### config.mk
export PLATFORM = sky130hd
export DESIGN_NAME = rcservo_sequencer
export DESIGN_NICKNAME = d
export VERILOG_FILES = /design/src/rtl/rcservo_sequencer.sv
export SDC_FILE = /design/constraint.sdc
export NUM_CORES = 1
export LEC_CHECK = 0
export ABC_CLOCK_PERIOD_IN_PS = 4700
export CAP_MARGIN = 20
export CORE_AREA = 8 8 109 210
export DETAILED_ROUTE_END_ITERATION = 8
export DIE_AREA = 0 0 117 218
export PLACE_DENSITY = 0.8
export SYNTH_ARGS = -nofsm -noshare
export SYNTH_HDL_FRONTEND = slang
export SYNTH_SLANG_ARGS = --single-unit
### constraint.sdc
create_clock -name clk -period 4.7 [get_ports clk]
set_input_delay 0.47 -clock clk [delete_from_list [all_inputs] [get_ports clk]]
set_output_delay 0.47 -clock clk [all_outputs]
set_load 0.02 [all_outputs]
### src/rtl/rcservo_sequencer.sv
// Multi-channel RC servo pulse sequencer.
// One shared microsecond tick drives a repeating frame split into per-channel slots;
// each channel pulses at the start of its own slot, so at most one output is high at a time.
// Optional feature: define RCSERVO_SLEW_EN to rate-limit width changes per frame.
module rcservo_sequencer #(
  parameter int unsigned CHANNELS  = 4,
  parameter int unsigned TICK_DIV  = 50,
  parameter int unsigned FRAME_US  = 20000,
  parameter int unsigned SLOT_US   = 2500,
  parameter int unsigned MIN_US    = 1000,
  parameter int unsigned CENTER_US = 1500,
  parameter int unsigned MAX_US    = 2000,
  parameter int unsigned SLEW_US   = 10
) (
  input  logic                   clk,
  input  logic                   rst_n,
  input  logic                   enable,
  input  logic [CHANNELS-1:0]    channel_en,
  input  logic [CHANNELS*16-1:0] position,
  input  logic                   load,
  output logic [CHANNELS-1:0]    pwm,
  output logic                   frame_start,
  output logic                   busy
);

  if (!(CHANNELS >= 1 && CHANNELS <= 16 && TICK_DIV >= 1 && TICK_DIV <= 65536 &&
        MIN_US <= CENTER_US && CENTER_US <= MAX_US && MAX_US < SLOT_US &&
        CHANNELS * SLOT_US <= FRAME_US && FRAME_US <= 65536 && SLEW_US < 65536))
  begin : g_bad_params
    $error("rcservo_sequencer: illegal parameter combination");
  end

  localparam logic [1:0] StIdle  = 2'd0;
  localparam logic [1:0] StStart = 2'd1;
  localparam logic [1:0] StRun   = 2'd2;

  localparam logic [15:0] TickLast  = 16'(TICK_DIV - 1);
  localparam logic [15:0] FrameLast = 16'(FRAME_US - 1);
  localparam logic [15:0] SlotLast  = 16'(SLOT_US - 1);
  localparam logic [15:0] Center16  = 16'(CENTER_US);
  localparam logic [15:0] Min16     = 16'(MIN_US);
  localparam logic [15:0] Max16     = 16'(MAX_US);
  localparam logic signed [17:0] MinS = 18'(MIN_US);
  localparam logic signed [17:0] MaxS = 18'(MAX_US);

  logic [1:0]          state_q, state_d;
  logic [15:0]         presc_q, presc_d;
  logic [15:0]         tick_q, tick_d;
  logic [15:0]         slot_tick_q, slot_tick_d;
  logic [15:0]         slot_idx_q, slot_idx_d;
  logic                stop_q, stop_d;
  logic                cur_en_q, cur_en_d;
  logic                slot_begin;
  logic [15:0]         shadow_q [CHANNELS];
  logic [15:0]         shadow_d [CHANNELS];
  logic [15:0]         active_q [CHANNELS];
  logic [15:0]         active_d [CHANNELS];
  logic [15:0]         target   [CHANNELS];
  logic signed [17:0]  sum;
  logic [CHANNELS-1:0] pwm_q, pwm_d;
  logic                fs_q, fs_d;
  logic                busy_q, busy_d;

  // Clamp centre+offset per channel and stage it into the shadow registers on load.
  always_comb begin
    sum = '0;
    for (int k = 0; k < CHANNELS; k++) begin
      sum = $signed({2'b00, Center16}) +
            $signed({{2{position[16*k+15]}}, position[16*k +: 16]});
      if (sum < MinS)      target[k] = Min16;
      else if (sum > MaxS) target[k] = Max16;
      else                 target[k] = sum[15:0];
      shadow_d[k] = load ? target[k] : shadow_q[k];
    end
  end

  // Active widths change only in START; they hold across RUN and IDLE.
  always_comb begin
    for (int k = 0; k < CHANNELS; k++) begin
      active_d[k] = active_q[k];
      if (state_q == StStart) begin
`ifdef RCSERVO_SLEW_EN
        if ({1'b0, shadow_q[k]} > {1'b0, active_q[k]} + 17'(SLEW_US)) begin
          active_d[k] = active_q[k] + 16'(SLEW_US);
        end else if ({1'b0, shadow_q[k]} + 17'(SLEW_US) < {1'b0, active_q[k]}) begin
          active_d[k] = active_q[k] - 16'(SLEW_US);
        end else begin
          active_d[k] = shadow_q[k];
        end
`else
        active_d[k] = shadow_q[k];
`endif
      end
    end
  end

  // Frame sequencer: prescaler, frame tick, slot position and the stop request.
  always_comb begin
    state_d     = state_q;
    presc_d     = presc_q;
    tick_d      = tick_q;
    slot_tick_d = slot_tick_q;
    slot_idx_d  = slot_idx_q;
    stop_d      = stop_q;
    cur_en_d    = cur_en_q;
    slot_begin  = 1'b0;
    unique case (state_q)
      StIdle: begin
        stop_d = 1'b0;
        if (enable) state_d = StStart;
      end
      StStart: begin
        state_d     = StRun;
        presc_d     = '0;
        tick_d      = '0;
        slot_tick_d = '0;
        slot_idx_d  = '0;
        stop_d      = ~enable;
        slot_begin  = 1'b1;
      end
      StRun: begin
        // Once enable is seen low the frame winds down at the end of the current slot.
        stop_d = stop_q | ~enable;
        if (presc_q == TickLast) begin
          presc_d = '0;
          if (tick_q == FrameLast) begin
            state_d = stop_d ? StIdle : StStart;
          end else if (stop_d && slot_tick_q == SlotLast) begin
            state_d = StIdle;
          end else begin
            tick_d = tick_q + 16'd1;
            if (slot_tick_q == SlotLast) begin
              slot_tick_d = '0;
              slot_idx_d  = slot_idx_q + 16'd1;
              slot_begin  = 1'b1;
            end else begin
              slot_tick_d = slot_tick_q + 16'd1;
            end
          end
        end else begin
          presc_d = presc_q + 16'd1;
        end
      end
      default: state_d = StIdle;
    endcase
    // channel_en is captured only at the slot start so a mid-pulse change cannot cut it.
    if (slot_begin) begin
      cur_en_d = 1'b0;
      for (int k = 0; k < CHANNELS; k++) begin
        if (slot_idx_d == 16'(k)) cur_en_d = channel_en[k] & ~stop_d;
      end
    end
  end

  // Registered outputs computed from the next-state view of the sequencer.
  always_comb begin
    for (int k = 0; k < CHANNELS; k++) begin
      pwm_d[k] = (state_d == StRun) && cur_en_d && (slot_idx_d == 16'(k)) &&
                 (slot_tick_d < active_d[k]);
    end
    fs_d   = (state_d == StStart);
    busy_d = (state_d != StIdle);
  end

  // State and output registers.
  always_ff @(posedge clk or negedge rst_n) begin
    if (!rst_n) begin
      state_q     <= StIdle;
      presc_q     <= '0;
      tick_q      <= '0;
      slot_tick_q <= '0;
      slot_idx_q  <= '0;
      stop_q      <= 1'b0;
      cur_en_q    <= 1'b0;
      pwm_q       <= '0;
      fs_q        <= 1'b0;
      busy_q      <= 1'b0;
      for (int k = 0; k < CHANNELS; k++) begin
        shadow_q[k] <= Center16;
        active_q[k] <= Center16;
      end
    end else begin
      state_q     <= state_d;
      presc_q     <= presc_d;
      tick_q      <= tick_d;
      slot_tick_q <= slot_tick_d;
      slot_idx_q  <= slot_idx_d;
      stop_q      <= stop_d;
      cur_en_q    <= cur_en_d;
      pwm_q       <= pwm_d;
      fs_q        <= fs_d;
      busy_q      <= busy_d;
      for (int k = 0; k < CHANNELS; k++) begin
        shadow_q[k] <= shadow_d[k];
        active_q[k] <= active_d[k];
      end
    end
  end

  assign pwm         = pwm_q;
  assign frame_start = fs_q;
  assign busy        = busy_q;

endmodule

==> metrics.md, run 1 <==
| Metric | Value |
|---|---|
| PortBufs | `77` |
| Post-synth cell types | `81` |
| Post-DR vias/cell | `6.05` |
| Post-Syn Area | `11900 sq um` |
| Seq cells post-synth | `202` |
| Max Fanout on Critical Path | `5` |
| Slew Limit Fails | `0` |
| WP data arrival | `4680 ps` |
| Kind of critical path | `reg2reg` |
| Async set-or-reset flop fraction in the synthesized netlist | `100%` |
| Clock Skews | `12.0 ps` |
| Syn_nets | `1359` |
| Final min period | `4280 ps` |
| Total Neg Setup Slack | `0 ps` |
| CTS H-tree depth | `1` |
| Fmax | `233 MHz` |
| Status | `finished, final reports clean` |
| Hold Slack | `44.3 ps` |
| Final WL | `29000 um` |
| Core ar. | `20200 sq um` |
| Initial antenna violation count | `0` |
| Final core occ | `67.8%` |
| Critical Path RT | `5100 ps` |
| Hold crit path type | `in2async` |
| Via count | `9560` |
| TritonCTS clock tree | `yes` |
| Ports | `78` |
| Most frequent cells in the layout | `146 x dfrtp_1, 96 x nor2_1, 95 x inv_1, 77 x nand2_1, 75 x clkdlybuf4s50_1` |
| Clock Tree Root | `clkbuf_16` |
| Rows | `74` |
| Largest net degree at the start of global routing | `101` |
| P per Cell Area | `358 nW/um^2` |
| Hold violation total from the final report | `0` |
| Final net count | `1444` |
| GPL Wtd Cong | `0.943` |
| Cts hold-fix bufs | `0` |
| Yosys warning count | `0` |
| Leak | `6.25 nW` |
| DIE AREA | `25500 sq um` |
| Initial core utilization | `58.8%` |
| Detailed Route Iter0 Violations | `559` |
| RSZ-0062 raised after global routing | `false` |
| Post-DP Area | `13000 sq um` |
| Worst-path clk slew | `60 ps` |
| Clock Path Buffers | `3` |
| Post-synth EDFFs | `0` |
| Setup crit end kind | `register` |
| Worst-skew pair later-pin latency | `500 ps` |
| First-pass GRT wire length | `48300 um` |
| Maximum vdd ir drop | `0.315 mV` |
| Most common cell after layout, fill and taps aside | `dfrtp_1` |
| Synthesized instance count | `1214` |
| Die Span X | `117 um` |
| Antenna diode count | `0` |
| HPWL after DPL | `21600 um` |
| Max Cap Viol | `0` |
| Die extent in y | `218 um` |
| Cts bufs inserted | `20` |
| Drt drc | `0` |
| GRT Util Overall | `23.5%` |
| CP Launch Type | `register` |
| Tcrit/Tclk final | `91.2%` |
| Number of global-route vias before repair | `9833` |
| Dpl cells | `1543` |
| Antenna viol nets, final | `0` |
| WL/cell | `18.3 um` |
| Actual slew at the worst max-slew pin | `928 ps` |
| Gr ovfl total | `0` |
| Post-route insts no fill | `1579` |
| Clock sink count | `202` |
| Synthesized area per cell | `9.77 sq um` |
| Layout area overhead | `15.4%` |
| Pre-antenna DRT Iters | `5` |
| Setup Viol. Count Final | `0` |
| Layout cells sized above 1 | `11.7%` |
| Final instance area | `13700 sq um` |
| Top FF cell, synth | `dfrtp_1` |
| Slew HR | `38.0%` |
| Post-synthesis sequential area ratio | `43.2%` |
[worst max-delay path, stage by stage (launching register included)]
cell	delay, ps
dfrtp_1	390
inv_1	80
ha_1	160
nor4b_1	330
nand4_1	330
nor3_1	330
nand2_1	180
nor2_1	280
a31oi_1	120
o21ai_0	170
o31ai_1	210
ha_1	250
a21o_1	150
a21o_1	170
a21o_1	170
a21o_1	160
a21o_1	170
a311oi_1	240
o21ai_0	120
nor4_1	180
[final timing paths]
check	startpoint	to	slack [ps]	cells past startpoint
min	rst_n	presc_q[7]$_DFFE_PN0N_	40	1
max in group asynchronous	rst_n	shadow_q[16]$_DFFE_PN0P_	3470	2
min in group clk	load	shadow_q[24]$_DFFE_PN1P_	470	3
min reg2reg	shadow_q[36]$_DFFE_PN1P_	shadow_q[36]$_DFFE_PN1P_	480	1
max	presc_q[1]$_DFFE_PN0N_	pwm[0]$_DFF_PN0_	420	19
max reg2reg	presc_q[1]$_DFFE_PN0N_	pwm[0]$_DFF_PN0_	420	19
[stage by stage]
| stage | power (mW) | setup WS (ps) |
|---|---|---|
| 5_1_grt | 5.13 | 48.8 |
| 2_1_floorplan | 2.85 | 700 |
| 6_report | 4.89 | 415 |
| 3_5_place_dp | 3.33 | 294 |
| 3_3_place_gp | 3.30 | 395 |
| 4_1_cts | 4.92 | 293 |
[sequential cells by signal, indices dropped and copies added, names as in the netlist]
name / count
presc_q: 16
slot_idx_q: 16
slot_tick_q: 16
state_q: 2
busy: 1
shadow_q: 64
active_q: 64
frame_start: 1
tick_q: 16
cur_en_q: 1
stop_q: 1
pwm: 4
[synthesized netlist by cell type (21+ instances only)]
cell	instances	share of area, %
xnor2_1	35	2.6
nand4_1	39	2.1
nand3_1	35	1.5
nor3_1	23	0.97
dfstp_2	56	12
inv_1	95	3.0
mux2i_1	67	5.7
nand2_1	77	2.4
nor2_1	96	3.0
nor2b_1	31	1.6
o21ai_0	44	1.9
xor2_1	30	2.2
nor4_1	23	1.2
ha_1	73	7.7
and3_1	21	1.1
a21o_1	21	1.3
clkbuf_1	36	1.1
dfrtp_1	146	31
a21oi_1	55	2.3
[power by group]
group	switching, mW	internal, mW	total, mW
clock network	0.666	0.912	1.58
registers	0.0654	1.91	1.98
logic	0.850	0.484	1.33
[layout make-up]
| type | instances | area, sq um |
|---|---|---|
| Clock inverter | 6 | 35.0 |
| Sequential cell | 202 | 5120 |
| Inverter | 96 | 360 |
| Timing Repair Buffer | 108 | 1010 |
| Multi-Input combinational cell | 871 | 6190 |
| Fill cell | 1614 | 6500 |
| Clock buffer | 30 | 619 |
| Tap cell | 266 | 333 |
[kinds of logic after synthesis]
logic type,synth area share (%)
and+or+nand+nor,19.2
AOI/OAI and AO/OA,14.4
DFF,43.2
buffers and inverters,4.72
adders and majority gates,7.70
muxes,6.03
xor gates and xnor gates,4.80
[metal layers]
layer | up-vias | track usage, % | share of wire, %
li1 | 4567 | - | -
met2 | 277 | 40.5 | 51
met5 | - | 0 | 0
met4 | 0 | 11.0 | 4.2
met1 | 4638 | 28.3 | 41
met3 | 78 | 2.88 | 4.4
[timing repair]
action / 4_1_cts / 5_1_grt
setup endpoints to repair: 0 / 1
gates resized for setup: 0 / 2
buffers inserted: 0 / 0
Note: power is estimated with default switching activity, not from simulation.
==> run 2, diff against run 1 <==
Settings changed: PLACE_DENSITY 0.8 to 0.83.
==> metrics.md, run 2 (synthesis gave the netlist of run 1 again) <==
| Metric | Value |
|---|---|
| Die Span X | `117 um` |
| DIE AREA | `25500 sq um` |
| Pre-antenna DRT Iters | `7` |
| Maximum vdd ir drop | `0.384 mV` |
| Layout area overhead | `15.2%` |
| GRT Util Overall | `23.3%` |
| Worst-skew pair later-pin latency | `500 ps` |
| Initial antenna violation count | `0` |
| Slew Limit Fails | `0` |
| Clock sink count | `202` |
| PortBufs | `77` |
| Kind of critical path | `reg2reg` |
| Status | `finished, final reports clean` |
| Initial core utilization | `58.8%` |
| Setup crit end | `pwm[0]$_DFF_PN0_` |
| Worst r2r dst | `pwm[0]$_DFF_PN0_` |
| Critical Path RT | `5090 ps` |
| Die extent in y | `218 um` |
| WP data arrival | `4670 ps` |
| WL/cell | `18.4 um` |
| Final min period | `4280 ps` |
| Reg-to-Reg Start | `presc_q[1]$_DFFE_PN0N_` |
| Final instance area | `13700 sq um` |
| Cts bufs inserted | `19` |
| GR Layer Usage met1 | `28.4%` |
| Hold violation total from the final report | `0` |
| CP Launch Point | `presc_q[1]$_DFFE_PN0N_` |
| Dpl cells | `1539` |
| First-pass GRT wire length | `48400 um` |
| Met2 GRT Util | `40.6%` |
| Cts hold-fix bufs | `0` |
| Drt drc | `0` |
| GR peak layer | `met2` |
| Leak | `6.24 nW` |
| RSZ-0062 raised after global routing | `false` |
| Layout cells sized above 1 | `11.3%` |
| Final net count | `1440` |
| Post-DR vias/cell | `6.14` |
| Reg2Reg Depth | `17` |
| Ports | `78` |
| Max Cap Viol | `0` |
| Setup Viol. Count Final | `0` |
| Antenna diode count | `0` |
| Post-DP Area | `13000 sq um` |
| Rows | `74` |
| Total Neg Setup Slack | `0 ps` |
| Setup crit end kind | `register` |
| GPL Wtd Cong | `0.910` |
| Core ar. | `20200 sq um` |
| CTS H-tree depth | `1` |
| Hold crit path type | `in2async` |
| Met3 layer usage reported by global route | `3.16%` |
| Clock Skews | `13.3 ps` |
| Tcrit/Tclk final | `91.1%` |
| Largest net degree at the start of global routing | `119` |
| Via count | `9667` |
| Number of global-route vias before repair | `9946` |
| R2R setup slack | `420 ps` |
| Most frequent cells in the layout | `146 x dfrtp_1, 96 x nor2_1, 95 x inv_1, 77 x nand2_1, 75 x clkdlybuf4s50_1` |
| Largest regs | `active_q x64, shadow_q x64` |
| Clock Tree Root | `clkbuf_16` |
| Detailed Route Iter0 Violations | `763` |
| Max Fanout on Critical Path | `5` |
| Final WL | `29000 um` |
| Final core occ | `67.7%` |
| TritonCTS clock tree | `yes` |
| HPWL after DPL | `21600 um` |
| Slew HR | `24.8%` |
| Actual slew at the worst max-slew pin | `1120 ps` |
| P per Cell Area | `361 nW/um^2` |
| Worst-path clk slew | `60 ps` |
| Antenna viol nets, final | `0` |
| Clock Path Buffers | `3` |
| Fmax | `234 MHz` |
| Most common cell after layout, fill and taps aside | `dfrtp_1` |
| CP Launch Type | `register` |
| Post-route insts no fill | `1574` |
| Gr ovfl total | `0` |
-- run 2: changes by cell type in the layout (fill, tap and decap cells not counted) --
| cell | delta |
|---|---|
| inv_6 | +1 |
| nor4_2 | -1 |
| buf_12 | +1 |
| bufinv_16 | +2 |
| clkbuf_16 | -2 |
| nor4_1 | +1 |
| buf_4 | -4 |
| clkinv_2 | -1 |
| clkinvlp_4 | -2 |
-- run 2: critical path, stage by stage, from the launching register on --
cell	delay [ps]
dfrtp_1	390
inv_1	80
ha_1	150
nor4b_1	330
nand4_1	160
buf_4	190
nor3_1	230
nand2_1	180
nor2_1	280
nand3_1	110
o31ai_1	670
ha_1	370
nand4_1	90
nor2_1	60
a221o_1	290
a311oi_1	230
o21ai_0	160
nor4_1	210
-- run 2: where the power goes --
group | total (mW) | switching [mW] | leakage (nW) | internal (mW)
Combinational | 1.34 | 0.857 | 3.36 | 0.483
Clock | 1.61 | 0.656 | 0.325 | 0.951
Sequential | 1.98 | 0.0682 | 2.56 | 1.91
Total | 4.93 | 1.58 | 6.24 | 3.35
-- run 2: cell type report --
class,instances,area (sq um)
well taps,266,333
fillers,1574,6520
clock buffers,28,569
repair buffers,105,1000
flip-flops and latches,202,5120
inverters,96,360
multi-input cells,871,6190
clock inverters,6,83.8
-- run 2: what timing repair did --
item / CTS / global route
buffers inserted: 0 / 1
gates resized for setup: 0 / 1
hold endpoints to repair: 0 / 0
endpoints found under the setup margin: 0 / 2
-- run 2: worst min-delay path by stage --
stage,from,to,slack (ps),cells past startpoint
final,rst_n,slot_idx_q[8]$_DFF_PN0_,90,1
after detailed placement,shadow_q[58]$_DFFE_PN1P_,shadow_q[58]$_DFFE_PN1P_,470,1
after CTS,rst_n,slot_idx_q[8]$_DFF_PN0_,130,1
after global routing,rst_n,slot_idx_q[7]$_DFF_PN0_,160,1
after floorplan,rst_n,active_q[0]$_DFF_PN0_,170,0
after global placement,cur_en_q$_DFF_PN0_,cur_en_q$_DFF_PN0_,470,2
-- run 2: stage by stage --
step / hold WS [ps] / power [mW] / worst slack [ps]
finish: 86.8 / 4.93 / 420
global route: 163 / 5.15 / 82.2
CTS: 126 / 4.95 / 353
detailed placement: 473 / 3.33 / 391
global placement: 465 / 3.28 / 680
floorplan: 174 / 2.85 / 700
-- run 2: layer usage --
metal | vias to the layer above | part of all wire, %
met5 | - | 0
met4 | 0 | 3.4
met3 | 84 | 4.8
met2 | 296 | 51
met1 | 4729 | 41
li1 | 4558 | -
==> run 3, diff against run 2 <==
Settings changed: HOLD_SLACK_MARGIN set to 0.15.
==> metrics.md, run 3 (synthesis gave the netlist of run 1 again) <==
| Metric | Value |
|---|---|
| Post-DR vias/cell | `6.15` |
| Layout cells sized above 1 | `11.3%` |
| Clock Power Share | `32.6%` |
| CP Launch Type | `register` |
| Initial core utilization | `58.8%` |
| CP Launch Point | `presc_q[1]$_DFFE_PN0N_` |
| Clock Skews | `13.6 ps` |
| Tcrit/Tclk final | `91.2%` |
| Total Neg Setup Slack | `0 ps` |
| Rows | `74` |
| Final WL | `29100 um` |
| GPL Wtd Cong | `0.910` |
| Hold crit path type | `reg2reg` |
| Worst r2r dst | `pwm[0]$_DFF_PN0_` |
| Cts bufs inserted | `19` |
| Hold path depth | `2` |
| Actual slew at the worst max-slew pin | `1130 ps` |
| Detailed Route Iter0 Violations | `732` |
| R2R setup slack | `410 ps` |
| Final net count | `1441` |
| Status | `finished, final reports clean` |
| Largest regs | `active_q x64, shadow_q x64` |
| Hold_sp | `shadow_q[10]$_DFFE_PN1P_` |
| Multi-input logic area | `6190 sq um` |
| TritonCTS clock tree | `yes` |
| Hold violation total from the final report | `0` |
| Net load switching power | `1.58 mW` |
| CTS H-tree depth | `1` |
| Drt drc | `0` |
| Dpl cells | `1539` |
| Internal power | `3.35 mW` |
| Max Cap Viol | `0` |
| Reg power frac | `40.2%` |
| Kind of critical path | `reg2reg` |
| WP data arrival | `4680 ps` |
| Slew Limit Fails | `0` |
| Worst-skew pair later-pin latency | `500 ps` |
| Logic pwr share | `27.2%` |
| Clock Tree Root | `clkbuf_16` |
| Number of global-route vias before repair | `9952` |
| Post-route insts no fill | `1575` |
| Most frequent cells in the layout | `146 x dfrtp_1, 96 x nor2_1, 95 x inv_1, 77 x nand2_1, 75 x clkdlybuf4s50_1` |
| PortBufs | `77` |
| Reg area | `5120 sq um` |
| Most common cell after layout, fill and taps aside | `dfrtp_1` |
| Tot Pwr | `4.93 mW` |
| Antenna viol nets, final | `0` |
| RSZ-0062 raised after global routing | `false` |
| Reg2Reg Depth | `20` |
| Final min period | `4290 ps` |
| Die Span X | `117 um` |
| DIE AREA | `25500 sq um` |
| Die extent in y | `218 um` |
| Maximum vdd ir drop | `0.385 mV` |
| Max Fanout on Critical Path | `5` |
| Switch share | `32.1%` |
| Critical Path RT | `5090 ps` |
| Clock Path Buffers | `3` |
| Leak | `6.24 nW` |
| Gr ovfl total | `0` |
| GRT Util Overall | `23.4%` |
| Core ar. | `20200 sq um` |
| Fmax | `233 MHz` |
| P per Cell Area | `361 nW/um^2` |
| HPWL after DPL | `21600 um` |
| Filler cells | `1573` |
| Initial antenna violation count | `0` |
| WL/cell | `18.5 um` |
| Pre-antenna DRT Iters | `5` |
| Slew HR | `24.2%` |
| Worst-path clk slew | `60 ps` |
| Ports | `78` |
| Setup crit end kind | `register` |
| Antenna diode count | `0` |
| Layout area overhead | `15.3%` |
| Setup Viol. Count Final | `0` |
| Worst min-delay path endpoint | `shadow_q[10]$_DFFE_PN1P_` |
| Via count | `9680` |
| Reg-to-Reg Start | `presc_q[1]$_DFFE_PN0N_` |
| Clock sink count | `202` |
| Largest net degree at the start of global routing | `119` |
| Hold Slack | `487 ps` |
| First-pass GRT wire length | `48400 um` |
-- run 3: through the flow --
step / setup WS, ps / instance area [sq um] / util, %
2_1_floorplan: 700 / 11900 / -
3_3_place_gp: 680 / 13000 / 64.4
3_5_place_dp: 391 / 13000 / 64.4
4_1_cts: 353 / 13700 / 67.7
5_1_grt: 82.2 / 13700 / 67.7
6_report: 413 / 13700 / 67.7
-- run 3: how the worst max path moves through the flow --
stage / endpoint
after global routing: pwm[0]$_DFF_PN0_
after global placement: pwm[0]$_DFF_PN0_
after CTS: pwm[0]$_DFF_PN0_
final: pwm[0]$_DFF_PN0_
after detailed placement: pwm[0]$_DFF_PN0_
after floorplan: pwm[0]$_DFF_PN0_
-- run 3: layout make-up --
type,instances,area share [%]
Tap cell,266,2.43
Inverter,96,2.64
Clock buffer,28,4.16
Multi-Input combinational cell,871,45.3
Clock inverter,6,0.613
Timing Repair Buffer,106,7.42
Sequential cell,202,37.5
-- run 3: critical path: stages, from the launching register on --
cell	delay [ps]
dfrtp_1	390
inv_1	80
ha_1	150
nor4b_1	330
nand4_1	160
buf_4	190
nor3_1	230
nand2_1	180
nor2_1	280
a31oi_1	140
o21ai_0	160
o31ai_1	210
ha_1	250
a21o_1	150
a21o_1	170
a21o_1	170
a21o_1	160
a21o_1	170
a311oi_1	240
o21ai_0	160
nor4_1	210
-- run 3: power groups by stage --
stage	registers [mW]	logic, mW	clock network (mW)
global placement	2.00	1.28	0
finish	1.98	1.34	1.61
CTS	1.98	1.34	1.63
global route	1.99	1.46	1.69
floorplan	2.00	0.851	0
detailed placement	2.01	1.32	0
-- run 3: metal layers --
metal / track usage [%] / share of wire (%) / up-vias
li1: - / - / 4565
met1: 28.4 / 41 / 4740
met2: 40.7 / 51 / 293
met3: 3.16 / 4.9 / 82
met4: 8.68 / 3.4 / 0
met5: 0 / 0 / -
-- run 3: what timing repair did --
item | CTS | global route
buffers inserted | 0 | 1
resized for setup | 0 | 1
endpoints found under the hold margin | 28 | 0
hold buffers | 1 | 0
setup endpoints to repair | 0 | 2
